==> src/rtl/cz80_pkg.sv <==
// Shared constants and types for the cz80 ALU and the 16-bit arithmetic sequencer.
package cz80_pkg;

   localparam logic [3:0] ALU_ADD = 4'd0;
   localparam logic [3:0] ALU_ADC = 4'd1;
   localparam logic [3:0] ALU_SUB = 4'd2;
   localparam logic [3:0] ALU_SBC = 4'd3;

   localparam int unsigned FLAG_C  = 0;
   localparam int unsigned FLAG_N  = 1;
   localparam int unsigned FLAG_PV = 2;
   localparam int unsigned FLAG_X  = 3;
   localparam int unsigned FLAG_H  = 4;
   localparam int unsigned FLAG_Y  = 5;
   localparam int unsigned FLAG_Z  = 6;
   localparam int unsigned FLAG_S  = 7;

   typedef enum logic [1:0] {
      OpAdd = 2'b00,
      OpAdc = 2'b01,
      OpSbc = 2'b10,
      OpSub = 2'b11
   } seq_op_e;

   typedef enum logic [1:0] {
      StIdle = 2'd0,
      StLo   = 2'd1,
      StHi   = 2'd2,
      StDone = 2'd3
   } seq_state_e;

endpackage

==> src/rtl/cz80_alu_seq16.sv <==
// Two-pass 16-bit ADD/ADC/SBC/SUB sequencer driving the 8-bit cz80_alu port:
// low byte first, then high byte with the carry/zero chain carried across.
module cz80_alu_seq16
   import cz80_pkg::*;
(
   input  logic        clk,
   input  logic        reset_n,
   input  logic        start,
   input  logic [1:0]  op,
   input  logic [15:0] opa,
   input  logic [15:0] opb,
   input  logic [7:0]  f_in,
   output logic        busy,
   output logic        done,
   output logic [15:0] result,
   output logic [7:0]  f_out,
   output logic [7:0]  alu_busa,
   output logic [7:0]  alu_busb,
   output logic [3:0]  alu_op,
   output logic        alu_arith16,
   output logic        alu_z16,
   output logic [7:0]  alu_f,
   output logic [5:0]  alu_ir,
   output logic [1:0]  alu_iset,
   output logic        alu_cpi,
   input  logic [7:0]  alu_q,
   input  logic [7:0]  alu_f_out
);

   seq_state_e  state_q, state_d;
   seq_op_e     op_q;
   logic [15:0] opa_q, opb_q;
   logic [7:0]  fin_q, q_lo_q, f_lo_q;
   logic [15:0] result_q;
   logic [7:0]  f_out_q;

   always_ff @(posedge clk or negedge reset_n) begin
      if (!reset_n) begin
         state_q  <= StIdle;
         op_q     <= OpAdd;
         opa_q    <= '0;
         opb_q    <= '0;
         fin_q    <= '0;
         q_lo_q   <= '0;
         f_lo_q   <= '0;
         result_q <= '0;
         f_out_q  <= '0;
      end else begin
         state_q <= state_d;
         unique case (state_q)
            StIdle: begin
               if (start) begin
                  op_q  <= seq_op_e'(op);
                  opa_q <= opa;
                  opb_q <= opb;
                  fin_q <= f_in;
               end
            end
            StLo: begin
               q_lo_q <= alu_q;
               f_lo_q <= alu_f_out;
            end
            StHi: begin
               result_q <= {alu_q, q_lo_q};
               f_out_q  <= alu_f_out;
            end
            default: ;
         endcase
      end
   end

   always_comb begin
      state_d     = state_q;
      alu_busa    = '0;
      alu_busb    = '0;
      alu_op      = '0;
      alu_arith16 = 1'b0;
      alu_z16     = 1'b0;
      alu_f       = '0;
      unique case (state_q)
         StIdle: begin
            if (start) state_d = StLo;
         end
         StLo: begin
            state_d  = StHi;
            alu_busa = opa_q[7:0];
            alu_busb = opb_q[7:0];
            alu_f    = fin_q;
            unique case (op_q)
               OpAdd:   alu_op = ALU_ADD;
               OpAdc:   alu_op = ALU_ADC;
               OpSbc:   alu_op = ALU_SBC;
               default: alu_op = ALU_SUB;
            endcase
         end
         StHi: begin
            state_d  = StDone;
            alu_busa = opa_q[15:8];
            alu_busb = opb_q[15:8];
            alu_op   = ((op_q == OpAdd) || (op_q == OpAdc)) ? ALU_ADC : ALU_SBC;
            // 16-bit ADD keeps the caller's S/Z/PV; the others build a 16-bit zero via z16
            if (op_q == OpAdd) begin
               alu_arith16 = 1'b1;
               alu_f       = {fin_q[7:1], f_lo_q[FLAG_C]};
            end else begin
               alu_z16 = 1'b1;
               alu_f   = f_lo_q;
            end
         end
         StDone: begin
            state_d = StIdle;
         end
         default: state_d = StIdle;
      endcase
   end

   assign busy     = (state_q != StIdle);
   assign done     = (state_q == StDone);
   assign result   = result_q;
   assign f_out    = f_out_q;
   assign alu_ir   = '0;
   assign alu_iset = '0;
   assign alu_cpi  = 1'b0;

endmodule

==> config.mk <==
export PLATFORM = sky130hd
export DESIGN_NAME = cz80_alu_seq16
export DESIGN_NICKNAME = d
export VERILOG_FILES = /design/src/rtl/cz80_pkg.sv /design/src/rtl/cz80_alu_seq16.sv
export SDC_FILE = /design/constraint.sdc
export NUM_CORES = 1
export LEC_CHECK = 0
export ABC_AREA = 1
export ABC_CLOCK_PERIOD_IN_PS = 1500
export CAP_MARGIN = 20
export CORE_ASPECT_RATIO = 0.5
export CORE_MARGIN = 4
export CORE_UTILIZATION = 40
export CTS_BUF_LIST = sky130_fd_sc_hd__clkbuf_16
export CTS_CLUSTER_SIZE = 8
export DETAILED_ROUTE_END_ITERATION = 8
export PLACE_DENSITY = 0.7
export SLEW_MARGIN = 10
export SYNTH_ARGS = -nofsm -noshare
export SYNTH_HDL_FRONTEND = slang
export SYNTH_SLANG_ARGS = --single-unit
==> constraint.sdc <==
create_clock -name clk -period 1.5 [get_ports clk]
set_input_delay 0.15 -clock clk [delete_from_list [all_inputs] [get_ports clk]]
set_output_delay 0.15 -clock clk [all_outputs]
set_load 0.05 [all_outputs]
==> results of run 1 <==
## where the power goes
part	internal [mW]	total (mW)	leakage [nW]	switching, mW
registers	3.37	3.96	0.996	0.585
clock network	1.09	1.96	0.125	0.868
logic	4.52	11.2	1.87	6.67
## routing by layer
| metal | wire length [um] | share of wire | up-vias |
|---|---|---|---|
| met5 | 0 | 0 | - |
| met4 | 76 | 0.0070 | 0 |
| met3 | 499 | 0.046 | 9 |
| met2 | 5370 | 0.50 | 83 |
| met1 | 4840 | 0.45 | 1664 |
| li1 | - | - | 1768 |
## cells by family (layout without fill, tap and decap cells)
group	Yosys count	count (layout)	share of synthesized area
AND/OR/NAND/NOR	227	227	0.230
buffers and inverters	91	226	0.123
flip-flops	84	84	0.525
AO/OA/AOI/OAI	72	72	0.0900
adder cells (fa/ha/maj)	10	10	0.0313
other	1	11	0.000937
## synth_stat cells, drive strengths merged
master  number
nor2        42
inv         49
clkbuf       2
conb         1
a21oi       50
nand3       40
nand2      145
buf         40
o21ai       22
dfrtp       84
ha          10
## cell usage in the layout (no fill, tap or decap), drive strengths merged
cell type / synthesis / routed
clkinvlp: 0 / 2
o21ai: 22 / 22
nand2: 145 / 145
dlygate4sd3: 0 / 1
nand3: 40 / 40
dfrtp: 84 / 84
nor2: 42 / 42
a21oi: 50 / 50
buf: 40 / 98
clkinv: 0 / 4
conb: 1 / 11
clkbuf: 2 / 12
clkdlybuf4s50: 0 / 59
ha: 10 / 10
inv: 49 / 50
## through the flow
stage	instance area, um^2	power [mW]	worst slack (ns)	hold WS, ns
final	6450	17.1	-0.375	0.303
after global routing	6450	18.2	-0.440	0.342
after CTS	6310	16.7	-0.362	0.298
after detailed placement	5860	14.1	-0.0640	0.115
after global placement	5860	14.0	-0.0289	0.109
after floorplan	4340	10.6	-0.0934	-0.146
## registers in the layout (all words and copies together) (netlist names)
signal   count
opa_q       16
opb_q       16
result      16
f_lo_q       8
f_out        8
fin_q        8
q_lo_q       8
op_q         2
state_q      2
## repair_timing
action	in CTS	in global routing
hold buffers	1	0
setup endpoints to repair	29	67
buffers inserted	9	4
gates cloned	0	3
pin swaps	4	6
endpoints found under the hold margin	27	0
resized for setup	30	20
## cell type report
cell class / instances / area share
Clock buffer: 9 / 0.0349
Tap cell: 135 / 0.0262
Sequential cell: 84 / 0.326
Inverter: 49 / 0.0297
Timing Repair Buffer: 161 / 0.291
Multi-Input combinational cell: 320 / 0.287
Clock inverter: 7 / 0.00543
## how the worst min path moves through the flow
stage / end / slack, ns / cells past startpoint
global route: result[10] / 0.34 / 2
detailed placement: opa_q[1] / 0.11 / 1
finish: opa_q[9] / 0.30 / 2
CTS: opa_q[1] / 0.30 / 2
global placement: opa_q[1] / 0.11 / 1
floorplan: f_lo_q[0] / -0.15 / 0
==> impl_metrics.json, run 1 <==
{
  "met1_usage": 0.231,
  "initial_utilization": 0.417,
  "syn_avg_cell_area_um2": 8.26,
  "final_cells": 765,
  "yosys.area.top_type": "dfrtp_1",
  "num_antenna_cells": 0,
  "grt_usage": 0.182,
  "crit_fanout": 12,
  "port_buffers": 114,
  "cts_max_path_buffers": 2,
  "cts_made_buffers": 9,
  "timing.rr.start": "state_q[1]",
  "finalSetupViolations": 28,
  "power.density_nw_per_um2": 2650,
  "netlist_instances": 485,
  "yosysWarnings": 0,
  "hpwl_um": 7310,
  "tns_ns": -8.58,
  "syn_area_um2": 4000,
  "violations": "negative setup slack",
  "worst_path_max_delay_cell": "dfrtp_1",
  "dp_cells": 735,
  "nNetsFinal": 696,
  "cts_root_buffer": "clkbuf_16",
  "die_area_um2": 11800,
  "status": "complete, but fails checks",
  "die_y_um": 78.7,
  "cp.arrival_ns": 1.73,
  "skew_ns": 0.00548,
  "cts_sinks": 84,
  "vias": 3524,
  "crit_chain": "buf_4 > ha_4 > buf_12 > nor2_4 > nand2_1 > nand2_1 > nor2_4 > buf_12",
  "worst_r2r_endpoint": "result[8]",
  "seq_area_frac_synth": 0.525,
  "core_area_um2": 9600,
  "drc": 0,
  "final_core_util": 0.672,
  "fp-row-count": 25,
  "grt_pass1_vias": 3516,
  "met3_usage": 0.0445,
  "drive_gt1_frac": 0.279,
  "setup_ws_ns": -0.375,
  "final_hold_viol_count": 0,
  "slew_viol_final": 0,
  "grt_pass1_wl_um": 17100,
  "dieWidth_um": 149,
  "grt.busiest_layer": "met2",
  "cp_num_buf_inv": 3,
  "via_per_inst": 4.61,
  "grt_util_met2": 0.313,
  "multi_input_area_um2": 1850,
  "crit_path_start": "state_q[0]",
  "endpoint": "alu_f[6]",
  "post-route-min-period_ns": 1.88,
  "r2r_cells": 7,
  "wl_per_cell_um": 14.1,
  "max_freq_ghz": 0.533,
  "path_depth": 8,
  "rsz0062_at_grt": "yes",
  "ys_ff_latch": 84,
  "ir_drop_uv": 953,
  "drt_iter0_drc": 153,
  "maxCapViolations": 0,
  "required_ns": 1.35,
  "max_stage_delay_ns": 0.40,
  "seq_area_um2": 2100,
  "cp-start-kind": "flop",
  "ant_nets": 0,
  "grt.overflow.total": 0,
  "post-route-period-util": 1.25,
  "synth_top_area_frac": 0.525,
  "grt_max_degree": 45,
  "yosysUniqueCellTypes": 17,
  "crit_type": "flop to output pin",
  "h-tree-depth": 3,
  "p_leak_nw": 2.99,
  "cts_tree": "built",
  "critPathCaptureType": "output pin",
  "synthTopCellsByArea": "dfrtp_1 53%, nand2_1 14%, a21oi_1 6.3%",
  "num-fill-cells": 786,
  "dr.pass1.iters": 4,
  "gp_congestion": 0.744,
  "wirelength_um": 10800,
  "hp-class": "input port to asynchronous set/reset pin",
  "insertion_delay_ns": 0.33,
  "area_delta_synth_final_pct": 61.1,
  "cpLargestDelayFamily": "buffers and inverters",
  "antenna_found_initial": 0,
  "ios": 126,
  "ff2ff_setup_slack_ns": 0.06,
  "cts.clk_slew.worst_paths_ns": 0.06
}
(Power assumes the default switching activity.)
==> inputs of run 2 (changes only) <==
--- a/config.mk
+++ b/config.mk
@@ -7,7 +7,7 @@
 export LEC_CHECK = 0
 export ABC_AREA = 1
 export ABC_CLOCK_PERIOD_IN_PS = 1500
-export CAP_MARGIN = 20
+export CAP_MARGIN = 40
 export CORE_ASPECT_RATIO = 0.5
 export CORE_MARGIN = 4
 export CORE_UTILIZATION = 40
==> results of run 2 <==
Final layout, timing and power as in run 1 (identical DEF).
